===== config.mk =====
export PLATFORM = sky130hd
export DESIGN_NAME = commit_stage
export DESIGN_NICKNAME = d
export VERILOG_FILES = /design/src/rtl/commit_pkg.sv /design/src/rtl/commit_lane_mask.sv /design/src/rtl/commit_stage.sv
export SDC_FILE = /design/constraint.sdc
export NUM_CORES = 1
export LEC_CHECK = 0
export BUFFER_PORTS_ARGS = -buffer_cell sky130_fd_sc_hd__buf_2
export CAP_MARGIN = 20
export CELL_PAD_IN_SITES_DETAIL_PLACEMENT = 0
export CELL_PAD_IN_SITES_GLOBAL_PLACEMENT = 2
export CORE_MARGIN = 1.5
export CORE_UTILIZATION = 35
export DETAILED_ROUTE_END_ITERATION = 10
export GPL_ROUTABILITY_DRIVEN = 0
export PLACE_DENSITY = 0.92
export SLEW_MARGIN = 5
export SYNTH_ARGS = -nofsm -noshare
export SYNTH_HDL_FRONTEND = slang
export SYNTH_HIERARCHICAL = 1
export SYNTH_SLANG_ARGS = --single-unit

===== constraint.sdc =====
create_clock -name clk -period 8.25 [get_ports clk]
set_clock_uncertainty 0.15 [all_clocks]
set_input_delay 1.2375 -clock clk [delete_from_list [all_inputs] [get_ports clk]]
set_output_delay 1.2375 -clock clk [all_outputs]
set_load 0.005 [all_outputs]

===== src/rtl/commit_pkg.sv =====
// Shared types and helpers for the multi-lane commit stage.
package commit_pkg;

  localparam int NUM_LANES_MAX  = 4;
  localparam int ZERO_REG       = 0;
  localparam int LANE_DATA_W    = 32;
  localparam int LANE_REG_IDX_W = 5;

  // One stage-register slot; widths track the default core configuration.
  typedef struct packed {
    logic                      valid;
    logic [LANE_REG_IDX_W-1:0] rd;
    logic                      wr_rd;
    logic                      sel_pc4;
    logic [LANE_DATA_W-1:0]    pc;
    logic [LANE_DATA_W-1:0]    result;
    logic                      excp;
    logic                      trap;
  } commit_lane_t;

  function automatic logic [2:0] popcount(input logic [NUM_LANES_MAX-1:0] v);
    logic [2:0] n;
    n = '0;
    for (int i = 0; i < NUM_LANES_MAX; i++) n = n + {2'b00, v[i]};
    return n;
  endfunction

endpackage


===== src/rtl/commit_lane_mask.sv =====
// Per-lane live/commit/write-enable masks: older exception/trap kills younger
// lanes, and among same-rd writers only the youngest committing lane writes.
module commit_lane_mask
  import commit_pkg::*;
#(
  parameter int NUM_LANES = 2,
  parameter int REG_IDX_W = 5
) (
  input  logic [NUM_LANES-1:0]           i_valid,
  input  logic [NUM_LANES-1:0]           i_excp,
  input  logic [NUM_LANES-1:0]           i_trap,
  input  logic [NUM_LANES-1:0]           i_wr_rd,
  input  logic [NUM_LANES*REG_IDX_W-1:0] i_rd,
  input  logic                           i_flush,
  input  logic                           i_stall,
  input  logic                           i_halted,
  output logic [NUM_LANES-1:0]           o_live,
  output logic [NUM_LANES-1:0]           o_commit,
  output logic [NUM_LANES-1:0]           o_reg_we
);

  logic w_gate;
  assign w_gate = ~i_flush & ~i_stall & ~i_halted;

  // Kill is carried as a running scalar so the chain has no vector self-loop.
  always_comb begin
    logic w_kill;
    w_kill   = 1'b0;
    o_live   = '0;
    o_commit = '0;
    for (int i = 0; i < NUM_LANES; i++) begin
      o_live[i]   = i_valid[i] & w_gate & ~w_kill;
      o_commit[i] = o_live[i] & ~i_excp[i];
      w_kill      = w_kill | (o_live[i] & (i_excp[i] | i_trap[i]));
    end
  end

  always_comb begin
    logic w_waw;
    o_reg_we = '0;
    for (int i = 0; i < NUM_LANES; i++) begin
      w_waw = 1'b0;
      for (int j = i + 1; j < NUM_LANES; j++) begin
        if (o_commit[j] && i_wr_rd[j] &&
            (i_rd[j*REG_IDX_W +: REG_IDX_W] == i_rd[i*REG_IDX_W +: REG_IDX_W]))
          w_waw = 1'b1;
      end
      o_reg_we[i] = o_commit[i] & i_wr_rd[i] & ~w_waw &
                    (i_rd[i*REG_IDX_W +: REG_IDX_W] != REG_IDX_W'(ZERO_REG));
    end
  end

endmodule


===== src/rtl/commit_stage.sv =====
// Writeback/commit stage: stage register, regfile/CSR write generation,
// sticky trap, counters and a one-cycle-delayed commit trace.
module commit_stage
  import commit_pkg::*;
#(
  parameter int NUM_LANES  = 2,
  parameter int DATA_W     = LANE_DATA_W,
  parameter int REG_IDX_W  = LANE_REG_IDX_W,
  parameter int CSR_ADDR_W = 14,
  parameter int CNT_W      = 64
) (
  input  logic                           clk,
  input  logic                           rst_n,
  input  logic                           is_stall,
  input  logic                           is_flush,
  input  logic [NUM_LANES-1:0]           in_valid,
  input  logic [NUM_LANES*REG_IDX_W-1:0] in_rd,
  input  logic [NUM_LANES-1:0]           in_wr_rd,
  input  logic [NUM_LANES-1:0]           in_sel_pc4,
  input  logic [NUM_LANES*DATA_W-1:0]    in_pc,
  input  logic [NUM_LANES*DATA_W-1:0]    in_result,
  input  logic [NUM_LANES-1:0]           in_excp,
  input  logic [NUM_LANES-1:0]           in_trap,
  input  logic                           in_wr_csr,
  input  logic [CSR_ADDR_W-1:0]          in_csr_addr,
  output logic [NUM_LANES-1:0]           reg_we,
  output logic [NUM_LANES*REG_IDX_W-1:0] reg_idx,
  output logic [NUM_LANES*DATA_W-1:0]    reg_data,
  output logic                           csr_we,
  output logic [CSR_ADDR_W-1:0]          csr_addr,
  output logic [DATA_W-1:0]              csr_data,
  output logic [NUM_LANES-1:0]           cmt_valid,
  output logic [NUM_LANES*DATA_W-1:0]    cmt_pc,
  output logic [NUM_LANES-1:0]           cmt_excp,
  output logic [CNT_W-1:0]               instr_cnt,
  output logic [CNT_W-1:0]               cycle_cnt,
  output logic                           trap,
  output logic [7:0]                     trap_code
);

  commit_lane_t            r_lane [NUM_LANES];
  logic                    r_wr_csr;
  logic [CSR_ADDR_W-1:0]   r_csr_addr;
  logic                    r_trap;
  logic [7:0]              r_trap_code;
  logic [CNT_W-1:0]        r_instr_cnt;
  logic [CNT_W-1:0]        r_cycle_cnt;
  logic [NUM_LANES-1:0]    r_cmt_valid;
  logic [NUM_LANES-1:0]    r_cmt_excp;
  logic [DATA_W-1:0]       r_cmt_pc [NUM_LANES];

  logic [NUM_LANES-1:0]           w_valid, w_excp, w_trap, w_wr_rd;
  logic [NUM_LANES*REG_IDX_W-1:0] w_rd;
  logic [NUM_LANES-1:0]           w_live, w_commit, w_reg_we;
  logic                           w_trap_hit;
  logic [7:0]                     w_trap_code;

  always_ff @(posedge clk or negedge rst_n) begin
    if (!rst_n) begin
      for (int i = 0; i < NUM_LANES; i++) r_lane[i] <= '0;
      r_wr_csr   <= 1'b0;
      r_csr_addr <= '0;
    end else if (!is_stall) begin
      for (int i = 0; i < NUM_LANES; i++) begin
        r_lane[i].valid   <= in_valid[i];
        r_lane[i].rd      <= in_rd[i*REG_IDX_W +: REG_IDX_W];
        r_lane[i].wr_rd   <= in_wr_rd[i];
        r_lane[i].sel_pc4 <= in_sel_pc4[i];
        r_lane[i].pc      <= in_pc[i*DATA_W +: DATA_W];
        r_lane[i].result  <= in_result[i*DATA_W +: DATA_W];
        r_lane[i].excp    <= in_excp[i];
        r_lane[i].trap    <= in_trap[i];
      end
      r_wr_csr   <= in_wr_csr;
      r_csr_addr <= in_csr_addr;
    end
  end

  for (genvar gi = 0; gi < NUM_LANES; gi++) begin : g_lane
    assign w_valid[gi] = r_lane[gi].valid;
    assign w_excp[gi]  = r_lane[gi].excp;
    assign w_trap[gi]  = r_lane[gi].trap;
    assign w_wr_rd[gi] = r_lane[gi].wr_rd;
    assign w_rd[gi*REG_IDX_W +: REG_IDX_W]     = r_lane[gi].rd;
    assign reg_idx[gi*REG_IDX_W +: REG_IDX_W]  = r_lane[gi].rd;
    assign reg_data[gi*DATA_W +: DATA_W] = r_lane[gi].sel_pc4 ?
                                           r_lane[gi].pc + DATA_W'(4) : r_lane[gi].result;
    assign cmt_pc[gi*DATA_W +: DATA_W]   = r_cmt_pc[gi];
  end

  commit_lane_mask #(
    .NUM_LANES (NUM_LANES),
    .REG_IDX_W (REG_IDX_W)
  ) u_mask (
    .i_valid  (w_valid),
    .i_excp   (w_excp),
    .i_trap   (w_trap),
    .i_wr_rd  (w_wr_rd),
    .i_rd     (w_rd),
    .i_flush  (is_flush),
    .i_stall  (is_stall),
    .i_halted (r_trap),
    .o_live   (w_live),
    .o_commit (w_commit),
    .o_reg_we (w_reg_we)
  );

  // Younger trapping lanes are already killed, so the oldest hit is the only one.
  always_comb begin
    w_trap_hit  = 1'b0;
    w_trap_code = '0;
    for (int i = NUM_LANES - 1; i >= 0; i--) begin
      if (w_commit[i] && r_lane[i].trap) begin
        w_trap_hit  = 1'b1;
        w_trap_code = r_lane[i].result[7:0];
      end
    end
  end

  always_ff @(posedge clk or negedge rst_n) begin
    if (!rst_n) begin
      r_trap      <= 1'b0;
      r_trap_code <= '0;
      r_instr_cnt <= '0;
      r_cycle_cnt <= '0;
      r_cmt_valid <= '0;
      r_cmt_excp  <= '0;
      for (int i = 0; i < NUM_LANES; i++) r_cmt_pc[i] <= '0;
    end else begin
      if (w_trap_hit) begin
        r_trap      <= 1'b1;
        r_trap_code <= w_trap_code;
      end
      if (!r_trap) begin
        r_cycle_cnt <= r_cycle_cnt + CNT_W'(1);
        r_instr_cnt <= r_instr_cnt + CNT_W'(popcount(NUM_LANES_MAX'(w_commit)));
      end
      r_cmt_valid <= w_live;
      r_cmt_excp  <= w_live & w_excp;
      for (int i = 0; i < NUM_LANES; i++)
        r_cmt_pc[i] <= w_live[i] ? r_lane[i].pc : '0;
    end
  end

  assign reg_we    = w_reg_we;
  assign csr_we    = w_commit[0] & r_wr_csr;
  assign csr_addr  = r_csr_addr;
  assign csr_data  = r_lane[0].result;
  assign cmt_valid = r_cmt_valid;
  assign cmt_excp  = r_cmt_excp;
  assign instr_cnt = r_instr_cnt;
  assign cycle_cnt = r_cycle_cnt;
  assign trap      = r_trap;
  assign trap_code = r_trap_code;

endmodule


==> metrics.txt <==
global-route wire length before repair=~74 mm; ys async rst share=1.000; initial antenna violation count=15; First DRT Iteration DRCs=630; Final Util=0.4482; CTS Sinks=368; PD cells=~220 nW/µm²; Final TNS setup=0 ps; Leak=between 10 and 15 nW; peak supply drop=0.1676 mV; share of post-route cells with drive strength above 1=0.3961; Power, Total=between 0.004 and 0.005 W; Die Y-Extent=around 220 µm; sequential group share of total power=0.461; drt drc=0; Initial Util=0.3568; num rows=79; GR Overflow Total=0; Hold Crit Start=instr_cnt[63]; Max-Cap Viols=0; Rel. slew slack=0.2880; crit path launch type=register; reg-to-reg slack, setup=~4200 ps; top-count cell post-synth=dfrtp_1; Final Max Slew Viols=0; post-detail-place hpwl=roughly 36 mm; Worst Reg-to-Reg Cells=12; Reg2Reg Capture Point=instr_cnt[56]; combinational share of power=0.120; Syn Inst Count=between 1000 and 1500; Worst-path clk slew=60 ps; crit-path max FO=7; WP data arrival=just under 3000 ps; vias per inst=between 4 and 5; Synth Area per Inst=~12 µm²; Skew-Pair Late Insertion Delay=550 ps; die width=around 220 µm; final hold vios=0; 1st-pass router iterations=5; post-route ant nets=0; Max H-tree Level=2; area growth from synthesis to layout=25.61%; core area=about 47000 µm²; nets@finish=about 2100; fmax=~230 MHz; Setup-failing EPs final=0; Sw Ratio=0.2593; # hold bufs at CTS=0; status=complete, no violations; gr usage total=0.1923; Post-CTS Resized=0; synthesized net count=1606; ys flop type=dfrtp_1; total die area=roughly 49000 µm²; IO Pins=~500; Critical Path RT=~7000 ps; Synth top area share=0.5520; register area share after synthesis=0.5520; fill count=roughly 4500; number of flops mapped to enable cells by yosys=0; reg2reg start=trap; post-CTS setup buffers=0; largest net degree at the start of global routing=roughly 140; crit path from=r_lane[110]; wire per inst=about 19 µm; top area cells in the synthesized netlist=dfrtp_1 55%, mux2_2 12%, xnor2_1 5.1%; RSZ-0062 raised after global routing=no; Tightest Pin Transition=about 1100 ps; Cell variety after synth=47; Hold Path Class=register to register; number of buffers inserted by port buffering=494; post-synth top area cell=dfrtp_1; vias in the first global route=12740; Synth Register Bits=368; Clock Path Buffers=3; Cell Int Power=0.003380 W; Crit. End Element=primary output; Tcrit/Tclk final=0.5235; Clock Power Share=0.418; Psw=about 0.0012 W; CTS tree=built; via count=12470; min cycle time layout=4319 ps; critical path type=register to primary output; top cells by instance count after synthesis=368 x dfrtp_1, 172 x mux2_2, 107 x nor2_1; crit path to=reg_data[20]; post-synthesis cell area=about 17000 µm²; CTS Buf Count=42; DRT Wirelength=47.89 mm; YS warnings=6; CTS Root Cell=clkbuf_16
layer usage:
layer,share of wire,GRT usage,up-vias
met1,0.40,0.2266,6164
met3,0.082,0.06573,84
met5,0.0021,0,-
met2,0.49,0.3268,386
met4,0.026,0.06496,16
li1,-,-,5817
flip-flops by register name (all words and copies together), names as in the netlist, 8 cells and up:
name / count
r_lane: 106
trap_code: 8
reg_idx: 10
csr_data: 32
cycle_cnt: 64
csr_addr: 14
cmt_pc: 64
instr_cnt: 64
per-stage QoR:
| stage | area (µm²) | worst slack [ps] | instances | hold WS, ps |
|---|---|---|---|---|
| 4_1_cts | 20910 | 3727 | 2522 | 324.0 |
| 3_5_place_dp | 19500 | 3354 | 2449 | 312.5 |
| 5_1_grt | 20950 | 3619 | 2526 | 328.9 |
| 6_report | 20960 | 3931 | 2530 | 320.5 |
| 3_3_place_gp | 19500 | 3466 | 2449 | 304.6 |
| 2_1_floorplan | 16680 | 4234 | 1434 | 314.7 |
layout make-up:
type | instances | area (µm²) | share of cell area
Inverter | 23 | 86.33 | 0.004120
Tap cell | 607 | 759.5 | 0.03624
Clock buffer | 63 | 1274 | 0.06078
Timing Repair Buffer | 504 | 2596 | 0.1239
Multi-Input combinational cell | 948 | 6878 | 0.3282
Antenna cell | 7 | 17.52 | 0.0008359
Sequential cell | 368 | 9211 | 0.4395
Clock inverter | 10 | 133.9 | 0.006388
worst max-delay path, cell delays in order, from the launching register on:
cell and delay [ps]:
dfrtp_1 470, ha_1 230, nand3_1 230, nor4_2 770, nand4_1 220, xor2_1 190
a21oi_1 140, buf_2 130
kinds of logic after synthesis:
group                    synth area share
XOR/XNOR                          0.09659
flip-flops                         0.5520
adder cells (fa/ha/maj)          0.004200
buffers and inverters             0.03667
multiplexers                       0.1209
AO/OA/AOI/OAI                     0.02212
AND/OR/NAND/NOR                    0.1675
power groups by stage:
| stage | registers [W] | logic (W) | clock network [W] |
|---|---|---|---|
| final | 0.00211 | 0.000548 | 0.00191 |
| after global routing | 0.00213 | 0.000609 | 0.00203 |
| after CTS | 0.00211 | 0.000560 | 0.00197 |
| after detailed placement | 0.00214 | 0.000557 | 0 |
| after global placement | 0.00213 | 0.000550 | 0 |
| after floorplan | 0.00207 | 0.000311 | 0 |
layout by cell type, fill, tap and decap left out, types with 7 or more instances in the layout:
cell	instances
a21oi_1	56
buf_2	492
nand2_1	73
xor2_1	86
inv_1	23
nand4_1	58
nor4_1	8
and3_1	28
nand2b_1	7
o21ai_0	12
nand3_1	74
dfrtp_1	366
nor2_1	107
mux2_2	172
diode_2	7
and2_1	75
xnor2_1	98
clkbuf_1	10
and4_1	13
clkbuf_8	8
mux2i_1	8
nor3_1	31
buf_4	8
clkbuf_16	45
how the worst min path moves through the flow:
stage                                to  cells after the start
after floorplan           cycle_cnt[63]                      1
after global placement    cycle_cnt[63]                      1
after detailed placement  instr_cnt[63]                      1
after CTS                 instr_cnt[63]                      1
after global routing      instr_cnt[63]                      1
final                     instr_cnt[63]                      1
Note: power is estimated with default switching activity, not from simulation.
